`config.mk`:
```
export PLATFORM = sky130hd
export DESIGN_NAME = lsu_mem_ctrl
export DESIGN_NICKNAME = d
export VERILOG_FILES = /design/src/rtl/lsu_mem_ctrl.sv
export SDC_FILE = /design/constraint.sdc
export NUM_CORES = 1
export LEC_CHECK = 0
export ABC_CLOCK_PERIOD_IN_PS = 12400
export CAP_MARGIN = 40
export CORE_ASPECT_RATIO = 1.5
export CORE_MARGIN = 4
export CORE_UTILIZATION = 50
export DETAILED_ROUTE_END_ITERATION = 6
export PLACE_DENSITY = 0.81
export SLEW_MARGIN = 30
export SYNTH_ARGS = -nofsm -noshare
export SYNTH_HDL_FRONTEND = slang
export SYNTH_SLANG_ARGS = --single-unit
```
`constraint.sdc`:
```
create_clock -name clk -period 12.4 [get_ports clk]
set_clock_uncertainty 0.1 [all_clocks]
set_input_delay 3.1 -clock clk [delete_from_list [all_inputs] [get_ports clk]]
set_output_delay 3.1 -clock clk [all_outputs]
set_load 0.005 [all_outputs]
```
`src/rtl/lsu_mem_ctrl.sv`:
```
`default_nettype none
// ============================================================================
// Module   : lsu_mem_ctrl
// Purpose  : MEM-stage load/store initiator for a word-organised data memory
//            with a 1-cycle registered read port and funct3-encoded lane
//            stores. Accepts one request at a time, issues 1..4 memory
//            accesses, splits misaligned loads into two word reads and
//            misaligned stores into byte stores, returns extended load data
//            or a store acknowledge, and flags bad requests.
// Ports    : clk, rst                      - clock, async active-high reset
//            req_valid_i / req_ready_o     - request handshake (ready in IDLE)
//            req_write_i, req_funct3_i,
//            req_addr_i, req_wdata_i       - request fields, latched on accept
//            resp_valid_o, resp_rdata_o,
//            resp_err_o                    - one-cycle completion response
//            busy_o                        - pipeline stall while not IDLE
//            MemRead_en_o, MemWrite_en_o,
//            mem_funct3_o, mem_addr_o,
//            mem_wdata_o, mem_rdata_i      - data_memory port
// Revision : 1.0 - initial release
// ============================================================================
module lsu_mem_ctrl #(
  parameter int DATA_WIDTH       = 32,
  parameter bit ALLOW_MISALIGNED = 1'b1
) (
  input  logic                  clk,
  input  logic                  rst,
  input  logic                  req_valid_i,
  output logic                  req_ready_o,
  input  logic                  req_write_i,
  input  logic [2:0]            req_funct3_i,
  input  logic [31:0]           req_addr_i,
  input  logic [DATA_WIDTH-1:0] req_wdata_i,
  output logic                  resp_valid_o,
  output logic [DATA_WIDTH-1:0] resp_rdata_o,
  output logic                  resp_err_o,
  output logic                  busy_o,
  output logic                  MemRead_en_o,
  output logic                  MemWrite_en_o,
  output logic [2:0]            mem_funct3_o,
  output logic [31:0]           mem_addr_o,
  output logic [DATA_WIDTH-1:0] mem_wdata_o,
  input  logic [DATA_WIDTH-1:0] mem_rdata_i
);

  typedef enum logic [2:0] {
    S_IDLE = 3'd0,
    S_LD0  = 3'd1,
    S_LD1  = 3'd2,
    S_LD2  = 3'd3,
    S_ST   = 3'd4,
    S_RESP = 3'd5
  } state_t;

  state_t                state_q, state_d;
  logic                  write_q, write_d;
  logic [2:0]            funct3_q, funct3_d;
  logic [31:0]           addr_q, addr_d;
  logic [DATA_WIDTH-1:0] wdata_q, wdata_d;
  logic                  mis_q, mis_d;     // load spans two words / store is split
  logic                  err_q, err_d;
  logic [1:0]            cnt_q, cnt_d;     // byte index of a split store
  logic [DATA_WIDTH-1:0] w0_q, w0_d;
  logic [DATA_WIDTH-1:0] w1_q, w1_d;

  // --------------------------------------------------------------------------
  // Request decode (only meaningful in the accept cycle)
  // --------------------------------------------------------------------------
  logic req_accept;
  logic req_ok;
  logic req_mis;
  logic req_err;

  assign req_accept = req_valid_i & req_ready_o;

  always_comb begin
    req_ok  = 1'b0;
    req_mis = 1'b0;
    if (req_write_i) begin
      req_ok = ~req_funct3_i[2] & (req_funct3_i[1:0] != 2'b11);
    end else begin
      req_ok = (req_funct3_i[1:0] != 2'b11) & (req_funct3_i != 3'b110);
    end
    case (req_funct3_i[1:0])
      // A half load only needs a second word when it starts on the last byte.
      2'b01:   req_mis = req_write_i ? req_addr_i[0] : (req_addr_i[1:0] == 2'b11);
      2'b10:   req_mis = (req_addr_i[1:0] != 2'b00);
      default: req_mis = 1'b0;
    endcase
  end

  assign req_err = ~req_ok | (req_mis & ~ALLOW_MISALIGNED);

  // --------------------------------------------------------------------------
  // Next-state logic
  // --------------------------------------------------------------------------
  logic [1:0] split_last;
  assign split_last = funct3_q[1] ? 2'd3 : 2'd1;

  always_comb begin
    state_d  = state_q;
    write_d  = write_q;
    funct3_d = funct3_q;
    addr_d   = addr_q;
    wdata_d  = wdata_q;
    mis_d    = mis_q;
    err_d    = err_q;
    cnt_d    = cnt_q;
    w0_d     = w0_q;
    w1_d     = w1_q;
    case (state_q)
      S_IDLE: begin
        if (req_accept) begin
          write_d  = req_write_i;
          funct3_d = req_funct3_i;
          addr_d   = req_addr_i;
          wdata_d  = req_wdata_i;
          mis_d    = req_mis;
          err_d    = req_err;
          cnt_d    = 2'd0;
          w0_d     = '0;
          w1_d     = '0;
          if (req_err)          state_d = S_RESP;
          else if (req_write_i) state_d = S_ST;
          else                  state_d = S_LD0;
        end
      end
      S_LD0: state_d = S_LD1;
      S_LD1: begin
        w0_d = mem_rdata_i;
        if (mis_q) begin
          state_d = S_LD2;
        end else begin
          w1_d    = '0;
          state_d = S_RESP;
        end
      end
      S_LD2: begin
        w1_d    = mem_rdata_i;
        state_d = S_RESP;
      end
      S_ST: begin
        if (!mis_q || (cnt_q == split_last)) begin
          state_d = S_RESP;
        end else begin
          cnt_d = cnt_q + 2'd1;
        end
      end
      S_RESP:  state_d = S_IDLE;
      default: state_d = S_IDLE;
    endcase
  end

  always_ff @(posedge clk or posedge rst) begin
    if (rst) begin
      state_q  <= S_IDLE;
      write_q  <= 1'b0;
      funct3_q <= 3'd0;
      addr_q   <= '0;
      wdata_q  <= '0;
      mis_q    <= 1'b0;
      err_q    <= 1'b0;
      cnt_q    <= 2'd0;
      w0_q     <= '0;
      w1_q     <= '0;
    end else begin
      state_q  <= state_d;
      write_q  <= write_d;
      funct3_q <= funct3_d;
      addr_q   <= addr_d;
      wdata_q  <= wdata_d;
      mis_q    <= mis_d;
      err_q    <= err_d;
      cnt_q    <= cnt_d;
      w0_q     <= w0_d;
      w1_q     <= w1_d;
    end
  end

  // --------------------------------------------------------------------------
  // Load data alignment and extension
  // --------------------------------------------------------------------------
  logic [2*DATA_WIDTH-1:0] ld_pair;
  logic [DATA_WIDTH-1:0]   ld_word;
  logic [DATA_WIDTH-1:0]   ld_ext;

  assign ld_pair = {w1_q, w0_q} >> {addr_q[1:0], 3'b000};
  assign ld_word = ld_pair[DATA_WIDTH-1:0];

  always_comb begin
    case (funct3_q)
      3'b000:  ld_ext = {{(DATA_WIDTH-8){ld_word[7]}}, ld_word[7:0]};
      3'b100:  ld_ext = {{(DATA_WIDTH-8){1'b0}}, ld_word[7:0]};
      3'b001:  ld_ext = {{(DATA_WIDTH-16){ld_word[15]}}, ld_word[15:0]};
      3'b101:  ld_ext = {{(DATA_WIDTH-16){1'b0}}, ld_word[15:0]};
      default: ld_ext = ld_word;
    endcase
  end

  // --------------------------------------------------------------------------
  // Outputs, decoded from registered state only
  // --------------------------------------------------------------------------
  logic [31:0]           word_addr;
  logic [DATA_WIDTH-1:0] st_byte;

  assign word_addr = {addr_q[31:2], 2'b00};
  assign st_byte   = wdata_q >> {cnt_q, 3'b000};

  assign req_ready_o  = (state_q == S_IDLE);
  assign busy_o       = (state_q != S_IDLE);
  assign resp_valid_o = (state_q == S_RESP);
  assign resp_err_o   = (state_q == S_RESP) & err_q;
  assign resp_rdata_o = ((state_q == S_RESP) && !err_q && !write_q) ? ld_ext : '0;

  always_comb begin
    MemRead_en_o  = 1'b0;
    MemWrite_en_o = 1'b0;
    mem_funct3_o  = 3'd0;
    mem_addr_o    = '0;
    mem_wdata_o   = '0;
    case (state_q)
      S_LD0: begin
        MemRead_en_o = 1'b1;
        mem_addr_o   = word_addr;
      end
      S_LD1: begin
        if (mis_q) begin
          MemRead_en_o = 1'b1;
          mem_addr_o   = word_addr + 32'd4;
        end
      end
      S_ST: begin
        MemWrite_en_o = 1'b1;
        if (mis_q) begin
          mem_funct3_o = 3'b000;
          mem_addr_o   = addr_q + 32'(cnt_q);
          mem_wdata_o  = {{(DATA_WIDTH-8){1'b0}}, st_byte[7:0]};
        end else begin
          mem_funct3_o = funct3_q;
          mem_addr_o   = addr_q;
          mem_wdata_o  = wdata_q;
        end
      end
      default: ;
    endcase
  end

endmodule
`default_nettype wire
```
# After elaboration in Yosys (flattened, before gate mapping)
# Index checks and enable logic that the tools add are counted.
[totals] regBits=139 elab_cells=86 out_inout_bits=105 input_bits=103
[classes] addsub=3 mux=29 shifts=2 eq_ne=18 n_bitwise=6 reduce_logical=18
[op_table] op="$mux W32" count=7
[op_table] op="$pmux W32 S3" count=2
[op_table] op="$pmux W32 S4" count=1
[op_table] op="$pmux W32 S2" count=1
[op_table] op="$shr A64 B5 Y32" count=1
[op_table] op="$add A32 B2 Y32" count=1
[op_table] op="$add A32 B3 Y32 const B" count=1
[op_table] op="$shr A32 B5 Y8" count=1
[op_table] op="$mux W3" count=7
[op_table] op="$pmux W3 S5" count=1
[op_table] op="$eq A3 B3 Y1 const B" count=4
[op_table] op="$ne A2 B2 Y1 const B" count=4
[op_table] op="$eq A3 B1 Y1 const B" count=2
[op_table] op="$eq A3 B2 Y1 const B" count=2
[op_table] op="$logic_not A3 Y1" count=2
[op_table] op="$mux W2" count=3
[op_table] op="$reduce_and A2 Y1" count=3
[op_table] op="$reduce_and A3 Y1" count=2
[op_table] op="$reduce_bool A2 Y1" count=3
[op_table] op="$reduce_bool A3 Y1" count=2
[op_table] op="$and A1 B1 Y1" count=4
[op_table] op="$eq A2 B2 Y1 const B" count=2
[op_table] op="$mux W1" count=4
[op_table] op="$pmux W1 S2" count=2
[op_table] op="10 further kinds" count=14

# Depth between registers and ports, before layout
# Gate-level depths: netlist of run 1.
[depth] word_depth=6 depth_mapped=8 ltp_nobuf=6

# Worst setup path before layout of run 1
# Ideal clock, no wire load.
[synth_path] path_kind="reg2out" from="register addr_q[2]" to="output port mem_addr_o[30]" stages_incl_launch_ff=7 path_buffers=0 slack_ns=7.163 required_ns=9.200 arrival_ns=2.037 cell_sequence="dfrtp_1 > ha_1 > nand3_4 > or4_4 > or4_4 > a21oi_2 > a31oi_1"
[synth_via] elab_chain_len=3 word_cells_on_any_way=5 classes_between="2 x add/sub; 3 x mux"
[synth_rtl] element="from (decl)" line_no="58" rtl="logic [31:0] addr_q, addr_d;"
[synth_rtl] element="from (signal assigned)" line_no="170" rtl="addr_q <= addr_d;"
[synth_rtl] element="$add A32 B2 Y32 or $add A32 B3 Y32 (tied branches)" line_no="236, 229"
[synth_rtl] element="$mux W32 (on tied branches)" line_no="234, 227"
[synth_rtl] element="$pmux W32 S3 *" line_no="221" rtl="case (state_q)"
[synth_rtl] element="to (decl)" line_no="41" rtl="output logic [31:0] mem_addr_o,"
# Every way passes the cells marked *; elsewhere a longest branch is shown, timed or not.

# Worst setup path in the final report of run 1
[layout_path] from="register state_q[0]" to="output port mem_addr_o[26]"
[layout_via] elab_chain_len=2 word_cells_on_any_way=4 classes_between="3 x eq/ne; 1 x mux"
[layout_rtl] element="from (decl)" line_no="55" rtl="state_t state_q, state_d;"
[layout_rtl] element="from (signal assigned)" line_no="167" rtl="state_q <= state_d;"
[layout_rtl] element="$eq A3 B3 Y1, or another cell as far along" line_no="221"
[layout_rtl] element="$pmux W32 S3 *" line_no="221"
# Marks and branches as above.

==> results of run 1 <==
## worst paths after layout
path                            depth (start not counted)        endpoint  startpoint
worst max-delay path                                    6  mem_addr_o[26]  state_q[0]
worst min register to register                          2         write_q     write_q
min in group asynchronous                               2       addr_q[8]         rst
worst max register to register                          6        cnt_q[1]  state_q[0]
max in group asynchronous                               5      addr_q[30]         rst
worst min-delay path                                    2         write_q     write_q
## state kept, by name, summed over array words and instances, names as in the netlist
signal,flops
addr_q,32
cnt_q,2
err_q,1
funct3_q,3
mis_q,1
state_q,3
w0_q,32
w1_q,24
wdata_q,32
write_q,1
## Yosys cell counts, types with 11 or more instances
master    number  area [sq um]
nand4_1       16           100
nand2_1      296          1110
a31oi_1       18           113
nor2_1        26          97.6
nor2b_1       11          68.8
a21oi_1       67           335
a22o_1        25           219
mux4_2        32           721
nand3_1       12          60.1
and3_1        31           194
mux2i_1       12           120
o21ai_0       78           390
dfrtp_1      131          3280
inv_1         29           109
clkbuf_1      61           229
## layer usage
metal / up-vias / track usage
met5: - / 0
met3: 55 / 0.0656
met1: 3919 / 0.344
li1: 3776 / -
met4: 0 / 0.102
met2: 415 / 0.490
## logic make-up after synthesis
group,Yosys count
compound gates,237
flops,131
xor+xnor,4
fa+ha+maj,7
buf+inv,113
mux,45
simple gates,444
## final cells by class
type / instances / area [sq um]
clock buffers: 20 / 457
clock inverters: 12 / 179
fillers: 1300 / 5120
inverters: 29 / 111
multi-input cells: 737 / 4510
flip-flops and latches: 131 / 3280
well taps: 206 / 258
repair buffers: 222 / 2270
## power groups by stage
stage	combinational, mW	sequential [mW]	clock (mW)
3_3_place_gp	0.998	0.886	0
2_1_floorplan	0.773	0.730	0
4_1_cts	1.09	0.866	0.549
3_5_place_dp	1.08	0.870	0
5_1_grt	1.21	0.897	0.569
6_report	1.10	0.869	0.541
## through the flow
stage	worst slack, ps	util
detailed placement	5900	0.641
CTS	5450	0.681
floorplan	5700	-
global placement	5970	0.634
finish	5410	0.684
global route	5120	0.684
## worst max-delay path, delay by kind of cell (launching register included)
family	cells	cell delay, ps
compound gates	2	460
buf+inv	3	1620
flops	1	500
simple gates	1	760
==> results.txt, run 1 <==
----------------------------------------------------
[Outcome]
  Result of the run ... finished clean

[Clock network]
  Worst skew pair latency ... 430 ps
  Post-CTS Hold Fix Bufs ... 0
  CTS resizes ... 0
  Sinks on the clock net ... 131
  Root buf cell ... clkbuf_16
  Num CTS Buffers ... 17
  Maximum clock path buffer count ... 2
  Post-CTS setup-driven buffer insertion count ... 0
  Clock Pin Slew Worst Setup and Hold Paths ... 60 ps
  TritonCTS clock tree ... yes
  H-tree level count ... 4

[Logic synthesis]
  Most used DFF post-synth ... dfrtp_1
  Main combinational cell family by area after synthesis ... simple AND/OR/NAND/NOR gates
  Count of distinct cell types in the synthesized netlist ... 67
  Count of yosys warnings during synthesis ... 0
  Synth Instances ... 981
  Sequential fraction of the synthesis area ... 0.397
  Synth Area in Compound Gates ... 0.178
  Post-synth ARST share ... 1.00
  Synthesized-area fraction occupied by adder cells ... 0.0115
  Synthesized netlist net count ... 1091
  Simple-gate share of the synthesized area ... 0.245
  EDFF count, synth ... 0
  Number of register bits inferred by synthesis ... 131
  Proportion of synthesized area in mux cells ... 0.103
  Post-synth design cell area ... 8260 sq um
  Xor and xnor fraction of the mapped netlist area ... 0.00424
  Mapped Avg Cell Area ... 8.42 sq um

[Critical path]
  Worst Path Class, Setup ... flop to primary output
  Stage delay of the slowest cell on the critical path ... 760 ps
  Nature of the critical path endpoint ... primary output
  Biggest fanout along the worst timing path ... 30
  Worst-case register-to-register setup slack ... 9790 ps
  Cells along the critical path ... or3b_1, inv_1, buf_4, a21oi_1, a311oi_1, clkdlybuf4s50_1
  Critical path startpoint category ... flop
  Critical Path RT ... 9200 ps
  Worst endpoint data arrival time ... 3790 ps
  Cell with the largest stage delay on the worst path ... or3b_1

[Floorplanning]
  Horiz. Die Dim ... 113 microns
  Die area ... 18700 sq um
  FP Rows ... 57
  Chip height ... 165 microns
  Effective utilization at floorplan ... 0.510
  Area of the core ... 16200 sq um
  I/O pin cnt ... 208

[Timing]
  Accumulated negative setup slack ... 0 ps
  Transition time at the pin with the least slew margin ... 804 ps
  Final critical-path share of the clock period ... 0.563
  Worst slew margin ... 0.463
  Highest Clock Rate ... 143 MHz
  Final-layout worst hold slack ... 381 ps
  Final worst path period need ... 6990 ps
  Endpoints failing hold ... 0
  Max Slew Vio Count ... 0
  Setup repair after global routing missed its margin ... false
  Final number of setup-violating endpoints ... 0

[Detailed routing]
  Detailed-routed wire length on met3 ... 2080 microns
  DRC violation total after the first TritonRoute iteration ... 714
  Residual DRC ... 0
  Wire length on met2 ... 13600 microns
  Aggregate routed wire length ... 26300 microns
  Ratio of routed vias to standard cells ... 6.02
  DRT Pass-1 Iters ... 5
  Vias post-DR ... 8165
  Antenna-violating nets left ... 0
  Met1 Wirelength ... 9810 microns
  Highest routed layer ... met4
  Detail-routed net length per standard cell ... 19.3 microns

[Cells and area]
  Proportion of layout cells with a drive suffix above 1 ... 0.0930
  Commonest non-fill, non-tap cell in the layout ... nand2_1
  Total non-filler cell area in the finished layout ... 11100 sq um
  Highest-count cells in the layout ignoring fill and taps ... nand2_1 (295), clkdlybuf4s50_1 (207), dfrtp_1 (129)
  Antenna cell count ... 0
  Final cell count without fillers ... 1357
  Area growth syn-to-layout ... 33.9%
  Total Nets Final ... 1248

[Place]
  Post-DP HPWL ... 18300 microns
  Number of placed instances with taps included ... 1322
  Port Buf Inserts ... 207
  Placement-stage cell area ... 10400 sq um
  Routability congestion estimate from global placement ... 0.915

[GRT]
  Antenna violations before repair ... 0
  Congestion Overflow GR ... 0
  Total routing usage reported by global routing ... 0.282
  Largest net degree at the start of global routing ... 101
  Via count of the first global-routing pass ... 7829
  First-pass GRT wire length ... 41500 microns

[Power]
  Portion of total power attributed to combinational logic ... 0.438
  Fraction of power spent switching nets ... 0.399
  Overall power after layout ... 2.51 mW
  Power per cell area ... 227 nW/um^2
  Clock share of power ... 0.216
  Internal Pwr Total ... 1.51 mW
  Worst voltage drop across the vdd grid ... 128 uV
  Switching power of the nets ... 1.00 mW
  Total leakage power ... 4.69 nW
  Flop pwr share ... 0.347

[Hold path]
  Class of the tightest hold or removal check ... flop to flop

[Run]
  Number of max-capacitance violations reported ... 0

----------------------------------------------------
Note: power is estimated with default switching activity, not from simulation.
==> inputs of run 2 (changes only) <==
Settings changed: ABC_CLOCK_PERIOD_IN_PS 12400 to 6800.
Clock period 12.4 ns to 6.8 ns, I/O delays scaled along.
==> results.txt, run 2 (synthesis gave the netlist of run 1 again) <==
----------------------------------------------------
[Outcome]
  Result of the run ... finished clean

[Critical path]
  Nature of the critical path endpoint ... primary output
  Biggest fanout along the worst timing path ... 22 (-27%)
  Cell with the largest stage delay on the worst path ... dfrtp_2
  Critical Path RT ... 5000 ps (-4200 ps)
  Dominant delay contributor by cell family on the critical path ... simple AND/OR/NAND/NOR gates
  Stage delay of the slowest cell on the critical path ... 650 ps (-110 ps)
  Register-to-Register Path Depth ... 5 (-1)
  Worst Path Class, Setup ... flop to primary output
  Cells along the critical path ... buf_12, ha_1, a21o_1, and2_1, nand2_1, or4_1, a22oi_1, clkdlybuf4s50_1
  Logic depth of the worst path, buffers included ... 8 (+2)
  Critical path startpoint category ... flop
  Number of buffers and inverters on the critical path ... 2 (-1)
  Worst endpoint data arrival time ... 3390 ps (-400 ps)
  Worst-case register-to-register setup slack ... 3930 ps (-5860 ps)

[Place]
  Post-placement setup slack ... 1790 ps (-4100 ps)
  Post-DP HPWL ... 18300 microns (+0.17%)
  Routability congestion estimate from global placement ... 0.947 (+3.5%)
  Port Buf Inserts ... 207 (unchanged)
  Number of placed instances with taps included ... 1324 (+0.15%)

[Clock network]
  TritonCTS clock tree ... yes
  Post-CTS Hold Fix Bufs ... 0 (unchanged)
  Worst skew pair latency ... 410 ps (-20 ps)
  Num CTS Buffers ... 17 (unchanged)
  H-tree level count ... 4 (unchanged)
  CTS resizes ... 0 (unchanged)
  Post-CTS setup-driven buffer insertion count ... 0 (unchanged)
  Sinks on the clock net ... 131 (unchanged)
  Clock Pin Slew Worst Setup and Hold Paths ... 60 ps (about the same)
  Root buf cell ... clkbuf_16
  Maximum clock path buffer count ... 2 (unchanged)

[Detailed routing]
  DRC violation total after the first TritonRoute iteration ... 743 (+4.1%)
  Residual DRC ... 0 (unchanged)
  Ratio of routed vias to standard cells ... 6.00 (-0.36%)
  Detail-routed net length per standard cell ... 19.0 microns (-1.8%)
  Antenna-violating nets left ... 0 (unchanged)
  Vias post-DR ... 8148 (-0.21%)
  DRT Pass-1 Iters ... 7 (+2)
  Aggregate routed wire length ... 25800 microns (-1.7%)

[Cells and area]
  Proportion of layout cells with a drive suffix above 1 ... 0.0919 (-0.00103)
  Total Nets Final ... 1250 (+0.16%)
  FILL cells ... 1306 (+0.46%)
  Highest-count cells in the layout ignoring fill and taps ... nand2_1 (295), clkdlybuf4s50_1 (207), dfrtp_1 (129)
  Antenna cell count ... 0 (unchanged)
  Commonest non-fill, non-tap cell in the layout ... nand2_1
  Biggest registers after layout ... addr_q: 32 flops, w0_q: 32 flops, wdata_q: 32 flops
  Reg area ... 3280 sq um (unchanged)
  Finished Core Util ... 0.680 (-0.00325)
  Area growth syn-to-layout ... 33.3%
  Final cell count without fillers ... 1359 (+0.15%)
  Area taken by multi-input logic gates ... 4500 sq um (-0.28%)

[Timing]
  Setup repair after global routing missed its margin ... false
  Final setup slack of the worst path ... 1610 ps (-3800 ps)
  Final critical-path share of the clock period ... 0.763
  Final number of setup-violating endpoints ... 0 (unchanged)
  Worst slew margin ... 0.411 (-0.0523)
  Endpoints failing hold ... 0 (unchanged)
  Highest Clock Rate ... 193 MHz
  Final worst path period need ... 5190 ps
  Max Slew Vio Count ... 0 (unchanged)
  Transition time at the pin with the least slew margin ... 876 ps (+71.2 ps)
  Accumulated negative setup slack ... 0 ps (unchanged)

[Power]
  Total leakage power ... 4.66 nW (-0.57%)
  Power per cell area ... 411 nW/um^2 (+81%)
  Worst voltage drop across the vdd grid ... 198 uV (+55%)

[Run]
  Number of max-capacitance violations reported ... 0 (unchanged)

[Floorplanning]
  Horiz. Die Dim ... 113 microns (unchanged)
  Area of the core ... 16200 sq um (unchanged)
  FP Rows ... 57 (unchanged)
  Effective utilization at floorplan ... 0.510 (unchanged)
  I/O pin cnt ... 208 (unchanged)
  Chip height ... 165 microns (unchanged)
  Die area ... 18700 sq um (unchanged)

[GRT]
  Antenna violations before repair ... 0 (unchanged)
  First-pass GRT wire length ... 40800 microns (-1.7%)
  Largest net degree at the start of global routing ... 55 (-46%)
  Via count of the first global-routing pass ... 7892 (+0.80%)
  Congestion Overflow GR ... 0 (unchanged)
  Total routing usage reported by global routing ... 0.275 (-0.00697)

[Hold path]
  Class of the tightest hold or removal check ... flop to flop
  Number of instances on the worst hold path ... 2 (unchanged)

----------------------------------------------------
[run 2: cell count changes in the layout (fill, tap and decap cells not counted), sizes merged]
cell and delta:
clkinv -4, bufinv -1, buf +3, clkinvlp +4
[run 2: per-layer routing]
layer | wire length, microns | GRT usage | share of wire
met5 | 0 | 0 | 0
met4 | 945 | 0.114 | 0.037
met3 | 2040 | 0.0649 | 0.079
met2 | 13300 | 0.474 | 0.51
met1 | 9580 | 0.331 | 0.37
[run 2: final timing paths]
kind,to,start
worst max-delay path,mem_addr_o[13],addr_q[0]
worst min-delay path,write_q,write_q
worst max register to register,mis_q,state_q[0]
worst min register to register,write_q,write_q
max in group asynchronous,addr_q[0],rst
min in group asynchronous,addr_q[4],rst
[run 2: power breakdown]
group / total, mW / leakage (nW) / switching [mW] / internal, mW
sequential: 1.59 / 1.69 / 0.474 / 1.11
clock: 0.937 / 0.286 / 0.340 / 0.597
combinational: 2.00 / 2.69 / 0.993 / 1.00
[run 2: final cells by class]
class,count,share of cell area
Clock buffer,21,0.0418
Clock inverter,11,0.0137
Inverter,29,0.0101
Multi-Input combinational cell,737,0.408
Sequential cell,131,0.298
Tap cell,206,0.0234
Timing Repair Buffer,224,0.205
[run 2: worst min-delay path, stage by stage (launching register included)]
cell and delay, ps:
dfrtp_1 340, nand2_1 50, nand2_1 60
[run 2: through the flow]
stage                     hold slack (ps)  instance area, sq um  total power [mW]
after CTS                             390                 11000              4.51
final                                 384                 11000              4.52
after global placement                357                 10300              3.45
after global routing                  412                 11000              4.83
after floorplan                       340                  8260              2.74
after detailed placement              367                 10400              3.55
==> inputs of run 3 (changes only) <==
Settings changed: ABC_CLOCK_PERIOD_IN_PS 6800 to 5070.
Clock period 6.8 ns to 5.07 ns, I/O delays scaled along.
==> results.txt, run 3 (synthesis gave the netlist of run 1 again) <==
----------------------------------------------------
[Critical path]
  Endpoint of the worst-slack reg-to-reg timing path ... cnt_q[0]
  Biggest fanout along the worst timing path ... 17 (-23%)
  Setup crit end ... mem_addr_o[5]
  Worst Path Class, Setup ... flop to primary output
  Nature of the critical path endpoint ... primary output
  Stage delay of the slowest cell on the critical path ... 670 ps (+20 ps)
  Register-to-Register Path Depth ... 5 (unchanged)
  Cell with the largest stage delay on the worst path ... dfrtp_2
  Launch instance of the worst register-to-register path ... state_q[0]
  Critical Path RT ... 3700 ps (-1300 ps)
  Cells along the critical path ... ha_1, a21o_1, nand2_1, o21ai_1, a41oi_1, a31oi_1, clkdlybuf4s50_1
  Setup crit start ... addr_q[0]
  Worst endpoint data arrival time ... 3300 ps (-90 ps)
  Critical path startpoint category ... flop
  Worst-case register-to-register setup slack ... 2510 ps (-1420 ps)

[Clock network]
  Clock Pin Slew Worst Setup and Hold Paths ... 60 ps (about the same)
  Post-CTS Hold Fix Bufs ... 0 (unchanged)
  Num CTS Buffers ... 17 (unchanged)
  Root buf cell ... clkbuf_16
  H-tree level count ... 4 (unchanged)
  Worst skew pair latency ... 420 ps (about the same)
  TritonCTS clock tree ... yes
  Maximum clock path buffer count ... 2 (unchanged)
  Sinks on the clock net ... 131 (unchanged)
  Post-CTS setup-driven buffer insertion count ... 0 (unchanged)
  CTS resizes ... 0 (unchanged)

[Floorplanning]
  Chip height ... 165 microns (unchanged)
  Effective utilization at floorplan ... 0.510 (unchanged)
  Die area ... 18700 sq um (unchanged)
  FP Rows ... 57 (unchanged)
  I/O pin cnt ... 208 (unchanged)
  Horiz. Die Dim ... 113 microns (unchanged)
  Area of the core ... 16200 sq um (unchanged)

[Detailed routing]
  Ratio of routed vias to standard cells ... 5.99 (-0.13%)
  Vias post-DR ... 8155 (+0.086%)
  Antenna-violating nets left ... 0 (unchanged)
  DRC violation total after the first TritonRoute iteration ... 718 (-3.4%)
  Residual DRC ... 0 (unchanged)
  Aggregate routed wire length ... 26700 microns (+3.5%)
  DRT Pass-1 Iters ... 5 (-2)
  Detail-routed net length per standard cell ... 19.6 microns (+3.3%)

[Cells and area]
  FILL cells ... 1339 (+2.5%)
  Biggest registers after layout ... addr_q: 32 flops, w0_q: 32 flops, wdata_q: 32 flops
  Proportion of layout cells with a drive suffix above 1 ... 0.0969 (+0.00495)
  Area taken by multi-input logic gates ... 4490 sq um (-0.14%)
  Antenna cell count ... 0 (unchanged)
  Reg area ... 3280 sq um (unchanged)
  Total Nets Final ... 1254 (+0.32%)
  Area growth syn-to-layout ... 33.0%
  Commonest non-fill, non-tap cell in the layout ... nand2_1
  Highest-count cells in the layout ignoring fill and taps ... nand2_1 (295), clkdlybuf4s50_1 (207), dfrtp_1 (129)

[Hold path]
  Class of the tightest hold or removal check ... flop to flop

[GRT]
  Largest net degree at the start of global routing ... 86 (+56%)
  Via count of the first global-routing pass ... 7908 (+0.20%)
  Congestion Overflow GR ... 0 (unchanged)
  Antenna violations before repair ... 0 (unchanged)
  Total routing usage reported by global routing ... 0.285 (+0.00935)
  First-pass GRT wire length ... 42100 microns (+3.2%)

[Power]
  Total leakage power ... 4.67 nW (+0.31%)
  Worst voltage drop across the vdd grid ... 294 uV (+48%)
  Power per cell area ... 545 nW/um^2 (+33%)

[Timing]
  Final setup slack of the worst path ... 406 ps (-1200 ps)
  Final number of setup-violating endpoints ... 0 (unchanged)
  Highest Clock Rate ... 214 MHz
  Final critical-path share of the clock period ... 0.920
  Transition time at the pin with the least slew margin ... 779 ps (-97.0 ps)
  Endpoints failing hold ... 0 (unchanged)
  Final worst path period need ... 4660 ps
  Accumulated negative setup slack ... 0 ps (unchanged)
  Max Slew Vio Count ... 0 (unchanged)
  Worst slew margin ... 0.479 (+0.0678)
  Setup repair after global routing missed its margin ... false

[Place]
  Post-placement setup slack ... 879 ps (-915 ps)
  Routability congestion estimate from global placement ... 0.947 (about the same)
  Port Buf Inserts ... 207 (unchanged)
  Post-DP HPWL ... 18700 microns (+2.1%)

[Outcome]
  Result of the run ... finished clean

[Run]
  Number of max-capacitance violations reported ... 0 (unchanged)

----------------------------------------------------
## run 3: worst max-delay path: cells and delay by family, from the launching register on
kind | cells | cell delay (ps)
and+or+nand+nor | 1 | 180
DFF | 1 | 670
AOI/OAI and AO/OA | 4 | 1200
buffers and inverters | 1 | 540
adders and majority gates | 1 | 280
## run 3: how the worst min path moves through the flow
stage / from / to / slack, ps / cells after the start
floorplan: write_q / write_q / 340 / 2
global placement: write_q / write_q / 360 / 2
detailed placement: wdata_q[2] / wdata_q[2] / 370 / 2
CTS: wdata_q[2] / wdata_q[2] / 390 / 2
global route: wdata_q[2] / wdata_q[2] / 410 / 2
finish: write_q / write_q / 380 / 2
## run 3: per-layer routing
metal,vias up,GRT usage,share of wire
met5,-,0,0
met3,76,0.0660,0.073
met4,0,0.101,0.033
li1,3780,-,-
met2,407,0.499,0.52
met1,3892,0.343,0.37
## run 3: final cells by class
class / count / share of cell area
inverter: 29 / 0.0101
multi-input combinational: 737 / 0.409
clock buffer: 20 / 0.0425
sequential: 131 / 0.299
tap: 206 / 0.0235
timing repair buffer: 228 / 0.207
clock inverter: 11 / 0.00945
## run 3: report_power, final
part | leakage [nW] | switching [mW] | internal (mW)
combinational | 2.71 | 1.38 | 1.34
sequential | 1.69 | 0.606 | 1.49
clock | 0.278 | 0.470 | 0.712
## run 3: per-stage QoR
step	power (mW)	utilization	cells	area [sq um]	hold slack, ps
detailed placement	4.77	0.641	1328	10400	369
CTS	5.97	0.676	1359	10900	387
global route	6.39	0.679	1362	11000	409
floorplan	3.67	-	981	8260	340
global placement	4.68	0.639	1327	10400	355
finish	5.99	0.679	1362	11000	383
